### src/rtl/eth_writer_pkg.sv
`default_nettype none
// ============================================================================
// Module      : eth_writer_pkg
// Description : Shared types and constants for the Ethernet frame writer:
//               frame FSM state encoding, header field widths and the
//               minimum Ethernet payload size used by the padding option.
// Revision    : 1.0 - initial release
// ============================================================================
package eth_writer_pkg;

  localparam int MAC_W           = 48;
  localparam int TYPE_W          = 16;
  localparam int ETH_MIN_PAYLOAD = 46;

  typedef enum logic [1:0] {
    ST_IDLE = 2'd0,
    ST_HDR  = 2'd1,
    ST_PAY  = 2'd2,
    ST_DONE = 2'd3
  } state_e;

endpackage
`default_nettype wire

### src/rtl/eth_payload_fifo.sv
`default_nettype none
// ============================================================================
// Module      : eth_payload_fifo
// Description : Small show-ahead synchronous FIFO (DEPTH x WIDTH) used as the
//               skid storage between the payload RAM and the AXI-stream port.
//               dout_o always presents the oldest entry.
// Ports       : clk, rst       - clock, synchronous active-high reset
//               push_i, din_i  - write strobe and data
//               pop_i          - remove the head entry
//               dout_o         - head entry (valid while !empty_o)
//               count_o        - current occupancy
//               empty_o        - FIFO holds no entries
// Revision    : 1.0 - initial release
// ============================================================================
module eth_payload_fifo #(
  parameter int DEPTH = 2,
  parameter int WIDTH = 8
) (
  input  logic                     clk,
  input  logic                     rst,
  input  logic                     push_i,
  input  logic [WIDTH-1:0]         din_i,
  input  logic                     pop_i,
  output logic [WIDTH-1:0]         dout_o,
  output logic [$clog2(DEPTH):0]   count_o,
  output logic                     empty_o
);

  localparam int AW = $clog2(DEPTH);

  logic [WIDTH-1:0] mem_q [DEPTH];
  logic [AW-1:0]    wr_q, rd_q;
  logic [AW:0]      count_q;
  logic             w_full, w_do_push, w_do_pop;

  assign empty_o   = (count_q == '0);
  assign w_full    = (count_q == (AW+1)'(DEPTH));
  assign w_do_pop  = pop_i && !empty_o;
  // A push into a full FIFO is allowed when the head leaves in the same cycle.
  assign w_do_push = push_i && (!w_full || w_do_pop);

  always_ff @(posedge clk) begin
    if (w_do_push) begin
      mem_q[wr_q] <= din_i;
    end
  end

  always_ff @(posedge clk) begin
    if (rst) begin
      wr_q    <= '0;
      rd_q    <= '0;
      count_q <= '0;
    end else begin
      if (w_do_push) wr_q <= wr_q + 1'b1;
      if (w_do_pop)  rd_q <= rd_q + 1'b1;
      case ({w_do_push, w_do_pop})
        2'b10:   count_q <= count_q + 1'b1;
        2'b01:   count_q <= count_q - 1'b1;
        default: count_q <= count_q;
      endcase
    end
  end

  assign dout_o  = mem_q[rd_q];
  assign count_o = count_q;

endmodule
`default_nettype wire

### src/rtl/eth_frame_writer.sv
`default_nettype none
// ============================================================================
// Module      : eth_frame_writer
// Description : Latches an Ethernet header and payload descriptor on start,
//               presents the header on a valid/ready channel, then streams
//               payload bytes from a 1-cycle-latency synchronous RAM onto an
//               AXI-stream channel under full backpressure.
//               Optional feature macro: ETH_FRAME_WRITER_PAD_EN pads short
//               payloads with zero bytes up to the Ethernet minimum (46).
// Ports       : clk, rst                     - clock, sync active-high reset
//               start, dest_mac, src_mac,
//               eth_type, base_addr, pay_len - frame request and descriptor
//               busy, done                   - frame status
//               s_eth_hdr_*, s_eth_*         - header channel
//               ram_raddr, ram_ren, ram_rdata- payload RAM read port
//               s_eth_payload_axis_*         - payload AXI-stream
// Revision    : 1.0 - initial release
// ============================================================================
module eth_frame_writer
  import eth_writer_pkg::*;
#(
  parameter int ADDR_W     = 11,
  parameter int LEN_W      = 11,
  parameter int FIFO_DEPTH = 2
) (
  input  logic              clk,
  input  logic              rst,
  input  logic              start,
  input  logic [MAC_W-1:0]  dest_mac,
  input  logic [MAC_W-1:0]  src_mac,
  input  logic [TYPE_W-1:0] eth_type,
  input  logic [ADDR_W-1:0] base_addr,
  input  logic [LEN_W-1:0]  pay_len,
  output logic              busy,
  output logic              done,
  output logic              s_eth_hdr_valid,
  input  logic              s_eth_hdr_ready,
  output logic [MAC_W-1:0]  s_eth_dest_mac,
  output logic [MAC_W-1:0]  s_eth_src_mac,
  output logic [TYPE_W-1:0] s_eth_type,
  output logic [ADDR_W-1:0] ram_raddr,
  output logic              ram_ren,
  input  logic [7:0]        ram_rdata,
  output logic [7:0]        s_eth_payload_axis_tdata,
  output logic              s_eth_payload_axis_tvalid,
  input  logic              s_eth_payload_axis_tready,
  output logic              s_eth_payload_axis_tlast,
  output logic              s_eth_payload_axis_tuser
);

  localparam int CNT_W = $clog2(FIFO_DEPTH) + 1;

  function automatic logic [LEN_W-1:0] eff_len(input logic [LEN_W-1:0] len);
`ifdef ETH_FRAME_WRITER_PAD_EN
    eff_len = (len < LEN_W'(ETH_MIN_PAYLOAD)) ? LEN_W'(ETH_MIN_PAYLOAD) : len;
`else
    eff_len = len;
`endif
  endfunction

  state_e            state_q, state_d;
  logic [MAC_W-1:0]  dest_q, dest_d, src_q, src_d;
  logic [TYPE_W-1:0] type_q, type_d;
  logic [ADDR_W-1:0] base_q, base_d;
  logic [LEN_W-1:0]  len_q, len_d;       // RAM-backed bytes
  logic [LEN_W-1:0]  eff_q, eff_d;       // bytes on the wire (incl. padding)
  logic [LEN_W-1:0]  issue_q, issue_d;   // FIFO slots issued so far
  logic [LEN_W-1:0]  beats_q, beats_d;   // beats still to be accepted
  logic              inflight_q, inflight_d; // slot whose byte lands this cycle
  logic              pad_q, pad_d;           // that slot is a zero pad byte

  logic              w_slot, w_ren, w_pop, w_fifo_empty;
  logic [ADDR_W-1:0] w_addr;
  logic [CNT_W-1:0]  w_fifo_cnt, w_occ;
  logic [7:0]        w_fifo_dout;

  assign w_pop = (state_q == ST_PAY) && !w_fifo_empty && s_eth_payload_axis_tready;
  // Occupancy net of the beat leaving this cycle; counting the departing beat
  // would leave a bubble every other cycle with a 2-entry FIFO.
  assign w_occ = w_fifo_cnt + CNT_W'(inflight_q) - CNT_W'(w_pop);

  always_comb begin
    state_d = state_q;
    dest_d  = dest_q;
    src_d   = src_q;
    type_d  = type_q;
    base_d  = base_q;
    len_d   = len_q;
    eff_d   = eff_q;
    issue_d = issue_q;
    beats_d = beats_q;
    w_slot  = 1'b0;
    w_ren   = 1'b0;
    w_addr  = base_q + ADDR_W'(issue_q);

    case (state_q)
      ST_IDLE: begin
        if (start) begin
          dest_d  = dest_mac;
          src_d   = src_mac;
          type_d  = eth_type;
          base_d  = base_addr;
          len_d   = pay_len;
          eff_d   = eff_len(pay_len);
          beats_d = eff_len(pay_len);
          // First read goes out with the start itself so the byte is already
          // in the FIFO when the header handshake completes.
          w_addr  = base_addr;
          w_slot  = (eff_len(pay_len) != '0);
          w_ren   = (pay_len != '0);
          issue_d = LEN_W'(w_slot);
          state_d = ST_HDR;
        end
      end
      ST_HDR, ST_PAY: begin
        w_slot  = (issue_q < eff_q) && (w_occ < CNT_W'(FIFO_DEPTH));
        w_ren   = w_slot && (issue_q < len_q);
        issue_d = issue_q + LEN_W'(w_slot);
        if (state_q == ST_HDR) begin
          if (s_eth_hdr_ready) begin
            state_d = (eff_q == '0) ? ST_DONE : ST_PAY;
          end
        end else if (w_pop) begin
          beats_d = beats_q - 1'b1;
          if (beats_q == LEN_W'(1)) begin
            state_d = ST_DONE;
          end
        end
      end
      default: begin
        state_d = ST_IDLE;
      end
    endcase

    inflight_d = w_slot;
    pad_d      = w_slot && !w_ren;
  end

  always_ff @(posedge clk) begin
    if (rst) begin
      state_q    <= ST_IDLE;
      dest_q     <= '0;
      src_q      <= '0;
      type_q     <= '0;
      base_q     <= '0;
      len_q      <= '0;
      eff_q      <= '0;
      issue_q    <= '0;
      beats_q    <= '0;
      inflight_q <= 1'b0;
      pad_q      <= 1'b0;
    end else begin
      state_q    <= state_d;
      dest_q     <= dest_d;
      src_q      <= src_d;
      type_q     <= type_d;
      base_q     <= base_d;
      len_q      <= len_d;
      eff_q      <= eff_d;
      issue_q    <= issue_d;
      beats_q    <= beats_d;
      inflight_q <= inflight_d;
      pad_q      <= pad_d;
    end
  end

  eth_payload_fifo #(
    .DEPTH (FIFO_DEPTH),
    .WIDTH (8)
  ) u_fifo (
    .clk     (clk),
    .rst     (rst),
    .push_i  (inflight_q),
    .din_i   (pad_q ? 8'h00 : ram_rdata),
    .pop_i   (w_pop),
    .dout_o  (w_fifo_dout),
    .count_o (w_fifo_cnt),
    .empty_o (w_fifo_empty)
  );

  assign busy                      = (state_q == ST_HDR) || (state_q == ST_PAY);
  assign done                      = (state_q == ST_DONE);
  assign s_eth_hdr_valid           = (state_q == ST_HDR);
  assign s_eth_dest_mac            = dest_q;
  assign s_eth_src_mac             = src_q;
  assign s_eth_type                = type_q;
  assign ram_ren                   = w_ren;
  assign ram_raddr                 = w_ren ? w_addr : '0;
  assign s_eth_payload_axis_tdata  = w_fifo_dout;
  assign s_eth_payload_axis_tvalid = (state_q == ST_PAY) && !w_fifo_empty;
  assign s_eth_payload_axis_tlast  = s_eth_payload_axis_tvalid && (beats_q == LEN_W'(1));
  assign s_eth_payload_axis_tuser  = 1'b0;

endmodule
`default_nettype wire

### config.mk
export PLATFORM = sky130hd
export DESIGN_NAME = eth_frame_writer
export DESIGN_NICKNAME = d
export VERILOG_FILES = /design/src/rtl/eth_writer_pkg.sv /design/src/rtl/eth_payload_fifo.sv /design/src/rtl/eth_frame_writer.sv
export SDC_FILE = /design/constraint.sdc
export NUM_CORES = 1
export LEC_CHECK = 0
export ABC_AREA = 1
export BUFFER_PORTS_ARGS = -buffer_cell sky130_fd_sc_hd__buf_2
export CAP_MARGIN = 25
export CORE_ASPECT_RATIO = 0.5
export CORE_MARGIN = 4
export CORE_UTILIZATION = 49
export DETAILED_ROUTE_END_ITERATION = 16
export GPL_ROUTABILITY_DRIVEN = 0
export PLACE_DENSITY = 0.79
export SYNTH_ARGS = -nofsm -noshare
export SYNTH_HDL_FRONTEND = slang
export SYNTH_SLANG_ARGS = --single-unit
export TNS_END_PERCENT = 20
### constraint.sdc
create_clock -name clk -period 5.3 [get_ports clk]
set_input_delay 1.06 -clock clk [delete_from_list [all_inputs] [get_ports clk]]
set_output_delay 1.06 -clock clk [all_outputs]
set_load 0.05 [all_outputs]
Word level (Yosys, flattened, before mapping). Memory sizes are Yosys's and may differ from the RTL's. A register that Yosys moved wholly into a read port is not among the register bits. Cells that the tools add are included.

RAM bits: 16. Output and inout bits: 138. Input bits: 147. Bits in latches: 0. Flip-flop bits (word level): 164. Memories kept: 1. Memory bits (read-only): 0.

Div/mod/pow operators: 0. Equal/unequal tests: 13. Multiply operators: 0. $lt $le $gt $ge: 2. Add/sub/neg operators: 9. Shifts and indexed selects: 0. Reductions and logical operators: 24. Muxes and demuxes: 25. Bitwise logic cells: 0.

Memories: u_fifo.mem_q (depth 2, bits a word 8, rd ports 1, clocked after memory_dff 1, write ports 1, line eth_payload_fifo.sv:31) `logic [WIDTH-1:0] mem_q [DEPTH];`.

Operators with widths (count): $mux 11 (7); $pmux 11 s2 (2); $add 11x1->11 (1); $add 11x11->11 (1); $eq 11x1->1 const B (1); $logic_not 11->1 (1); $lt 11x11->1 (1); $reduce_bool 11->1 (1); $sub 11x1->11 const B (1); $mux 2 (5); $eq 2x2->1 const B (4); $logic_and 1x1->1 (8); $mux 8 (1); $pmux 2 s2 (2); $reduce_and 4->1 (2); $mux 1 (6); $ne 3x3->1 const B (2); $eq 2x1->1 const B (2); $logic_not 2->1 (2); $ne 2x2->1 const B (2); $pmux 1 s2 (2); $reduce_and 2->1 (2); $reduce_bool 2->1 (2); $logic_not 1->1 (3); other kinds (10) (12).

Logic depth before layout (Yosys ltp).
Depth in word-level cells: 11. Gate-level depth with buffers: 20.

Hierarchy. Synthesis repeated with hierarchy kept, for this count alone.

Cells, all modules: 1120. Area, all modules: 8257.9 sq um.

Modules (own cells, without submodules): eth_frame_writer (area an instance 7424.6 sq um, instances 1, cells an instance 1058); eth_payload_fifo (area an instance 833.3 sq um, instances 1, cells an instance 62).

Least setup slack after synthesis. No wires, ideal clock.

Path type: input to output. Start point: input port s_eth_payload_axis_tready. End point: output port ram_raddr[0]. Required time: 4.240 ns. Path slack: 1.472 ns. Stages: 13. Arrival: 2.768 ns. Cells stage by stage: inv_1 > nor2_1 > ha_1 > inv_1 > nand2_1 > nand2_1 > nand2_1 > nor2_1 > nand4_1 > nand2_1 > nand2_2 > buf_6 > nor2_1.

Longest elaborated chain between the ends: 7.

RTL lines: start: declaration (line eth_frame_writer.sv:46) `input logic s_eth_payload_axis_tready,`; $logic_and 1x1->1 (line eth_frame_writer.sv:77) `assign w_pop = (state_q == ST_PAY) && !w_fifo_empty && s_eth_payload_axis_tready;`; $sub 2x1->2 (line eth_frame_writer.sv:80) `assign w_occ = w_fifo_cnt + CNT_W'(inflight_q) - CNT_W'(w_pop);`; $lt 2x2->1 (line eth_frame_writer.sv:116) `w_slot = (issue_q < eff_q) && (w_occ < CNT_W'(FIFO_DEPTH));`; $logic_and 1x1->1 (line eth_frame_writer.sv:116); $logic_and 1x1->1 (line eth_frame_writer.sv:117) `w_ren = w_slot && (issue_q < len_q);`; $pmux 1 s2 (line eth_frame_writer.sv:96) `case (state_q)`; $mux 11 (line eth_frame_writer.sv:188) `assign ram_raddr = w_ren ? w_addr : '0;`; end: declaration (line eth_frame_writer.sv:41) `output logic [ADDR_W-1:0] ram_raddr,`.

Every way passes these cells.

Worst setup path in the final report.
Start point: register state_q[0]. End point: output port ram_raddr[0].

Longest elaborated chain between the ends: 9. Elaborated cells on any way between the ends: 13. Those cells by class: 1 x add/sub; 1 x order compare; 2 x eq/ne; 3 x mux; 6 x reduce/logical.

RTL lines: start: declaration (line eth_frame_writer.sv:61) `state_e state_q, state_d;`; start signal: assignment (line eth_frame_writer.sv:153) `state_q <= state_d;`; $eq 2x2->1 (line eth_frame_writer.sv:77, eth_frame_writer.sv:96); $logic_and 1x1->1 (2 in series) (line eth_frame_writer.sv:77); $sub 2x1->2 (line eth_frame_writer.sv:80); $lt 2x2->1 (line eth_frame_writer.sv:116); $logic_and 1x1->1 (line eth_frame_writer.sv:116); $logic_and 1x1->1 (line eth_frame_writer.sv:117); $pmux 1 s2 (line eth_frame_writer.sv:96); $mux 11 * (line eth_frame_writer.sv:188).

Every way passes the cells marked *; elsewhere a longest branch is shown, timed or not.

==> impl_metrics.toml <==
[sta]
setup_tns_ns = 0
slew_headroom_pct = 31.4
drv_slew = 0
fin_skew_ns = 0.00898
period_share_pct = 73.8
setup_viol = 0
hold_violations = 0
tightest_slew_ns = 1.03
rsz0062_at_grt = "no"
max_freq_ghz = 0.256
worst_slack_ns = 1.39
post-route-min-period_ns = 3.91

[drt]
drc = 0
dr.pass1.iters = 5
wl_per_cell_um = 14.5
ant_nets = 0
vias = 7966
drt_wl_total_um = 22900
routed_via_density = 5.04
drt_iter0_markers = 654

[outcome]
status = "completed"

[cts]
cts_buffers = 17
clockRootBuffer = "clkbuf_16"
worst_setup_hold_path_clk_slew_ns = 0.07
holdBufCountCts = 0
cts_tree = "done"
post_cts_buffers = 0
cts_resized = 0
htreeDepth = 4
insertion_delay_ns = 0.42
cts_sinks = 181
clk_path_buf_depth = 2

[floorplanning]
ios = 285
die_w_um = 190
die_h_um = 98.9
core_area_mm2 = 0.0158
start_util_pct = 51.3
rows = 32
die_area_mm2 = 0.0188

[critical_path]
startpoint = "state_q[0]$_SDFFE_PP0P_"
r2r_end = "issue_q[6]$_SDFFE_PP0P_"
critPathRequiredTime_ns = 4.24
critPathLaunchType = "flip-flop"
ff2ff_path_depth = 19
r2r_start = "state_q[0]$_SDFFE_PP0P_"
worst_setup_path_end_kind = "primary output"
r2r_slack_ns = 2.39
worstSetupEndpoint = "ram_raddr[0]"
crit_arrival_ns = 2.85
critical_path_class = "flip-flop to primary output"
critPathMaxFanout = 13

[synth]
syn_avg_cell_area_um2 = 7.41
synth-async-reset-ratio_pct = 0
yosysSeqAreaShare_pct = 46.7
synth-edff-count = 16
synth_area_mm2 = 0.00810
yosys_warnings = 0
synthCells = 1092
ys_types = 39
synth-main-ff-cell = "dfxtp_1"
ys_ff_latch = 181

[placement]
place_ws_ns = 1.44
io_buffers = 283
hpwl_um = 16700

[pwr]
finalPower_w = 0.00608
p_leak_nw = 4.96
ir_drop_uv = 341
powerDensity_mw_per_mm2 = 597

[global_routing]
grt_usage_pct = 23.6
grt_overflow_total = 0
first_global_vias = 7509
grt_max_degree = 111
grt_pass1_wl_um = 36600
antenna_found_initial = 2

[finish]
fillCellCount = 1415
multi_input_area_mm2 = 0.00373
final_common_cell = "nor2_1"
drive_gt1_share_pct = 25.5
area_growth_syn_to_layout_pct = 25.7
area.sequential_mm2 = 0.00378
nets = 1523
diodes = 0
final_cell_mix = "286 x nor2_1, 283 x buf_2, 165 x dfxtp_1"

[hold_path]
hold_path_class = "flip-flop to flip-flop"

[flow_run]
drv_cap = 0
[synthesized netlist by cell type, types with 2 or more instances]
master	count	area (um^2)
nor2_1	286	1070
dfxtp_1	165	3300
o21ai_0	154	771
nand2_1	146	548
inv_1	89	334
a21oi_1	56	280
clkbuf_1	31	116
ha_1	30	375
nand3_1	28	140
edfxtp_1	16	480
nand4_1	16	100
buf_2	13	65.1
mux2_2	8	90.1
buf_4	5	37.5
nor3_1	5	25.0
a31oi_1	4	25.0
nand3b_1	4	30.0
nor4_1	4	25.0
buf_1	3	11.3
nand2_2	3	18.8
o21ai_2	3	26.3
xnor2_1	3	26.3
a31o_2	2	17.5
buf_6	2	22.5
nor2_4	2	22.5
[stage by stage]
step / utilization [%] / cell area [um^2] / instances / hold slack, ns
3_5_place_dp: 60.7 / 9570 / 1546 / 0.465
6_report: 64.5 / 10200 / 1579 / 0.474
5_1_grt: 64.5 / 10200 / 1579 / 0.495
4_1_cts: 64.3 / 10100 / 1578 / 0.476
3_3_place_gp: 60.7 / 9570 / 1546 / 0.456
2_1_floorplan: - / 8100 / 1093 / 0.448
[power by group]
part           total, W  leakage [nW]  switching, W  internal (W)
registers       0.00195          1.51      0.000198       0.00175
logic           0.00289          3.17       0.00218      0.000706
clock network   0.00124         0.282      0.000571      0.000674
total           0.00608          4.96       0.00295       0.00313
[flip-flops by register name, summed over array words and instances (netlist names), named ones only]
signal	flops
u_fifo.mem_q	16
u_fifo.count_o	2
u_fifo.wr_q	1
eff_q	11
beats_q	11
issue_q	11
inflight_q	1
base_q	11
s_eth_dest_mac	48
u_fifo.rd_q	1
state_q	2
s_eth_src_mac	48
pad_q	1
s_eth_type	16
[worst min-delay path by stage]
stage | from | endpoint | slack [ns] | cells past startpoint
2_1_floorplan | u_fifo.rd_q$_SDFFE_PP0P_ | flip-flop | 0.45 | 2
4_1_cts | base_q[5]$_SDFFE_PP0P_ | base_q[5]$_SDFFE_PP0P_ | 0.48 | 2
5_1_grt | s_eth_dest_mac[33]$_SDFFE_PP0P_ | s_eth_dest_mac[33]$_SDFFE_PP0P_ | 0.50 | 2
3_5_place_dp | base_q[5]$_SDFFE_PP0P_ | base_q[5]$_SDFFE_PP0P_ | 0.46 | 2
3_3_place_gp | u_fifo.rd_q$_SDFFE_PP0P_ | u_fifo.rd_q$_SDFFE_PP0P_ | 0.46 | 2
6_report | base_q[5]$_SDFFE_PP0P_ | base_q[5]$_SDFFE_PP0P_ | 0.47 | 2
[cells by family after synthesis]
logic type                 after synthesis  share of synthesized area, %
buffers and inverters                  145                          7.34
DFF                                    181                          46.7
and+or+nand+nor                        499                          25.0
adders and majority gates               31                          4.88
muxes                                    8                          1.11
AOI/OAI and AO/OA                      223                          14.4
xor gates and xnor gates                 4                         0.433
other                                    1                        0.0463
[layout make-up]
| class | count | area share [%] |
|---|---|---|
| clock buffers | 18 | 4.32 |
| clock inverters | 14 | 1.36 |
| inverters | 91 | 3.38 |
| multi-input cells | 767 | 36.6 |
| flip-flops and latches | 181 | 37.2 |
| well taps | 221 | 2.72 |
| repair buffers | 287 | 14.4 |
[routing by layer]
metal | GRT usage (%) | routed length, um
met5 | 0 | 27
met1 | 27.8 | 9320
met2 | 42.1 | 11500
met3 | 7.29 | 1620
met4 | 6.67 | 433
[critical path, stage by stage (launching register included)]
cell     delay, ns
dfxtp_1       0.37
inv_1         0.09
ha_1          0.25
o21ai_2       0.14
nor2_1        0.07
ha_1          0.27
inv_1         0.05
nand2_1       0.05
nand2_1       0.06
nand2_1       0.05
nor2_1        0.14
nand4_1       0.10
nand2_1       0.14
nand2_2       0.20
nor2_1        0.16
buf_2         0.28
No activity file was read; power rests on OpenSTA's default activity.
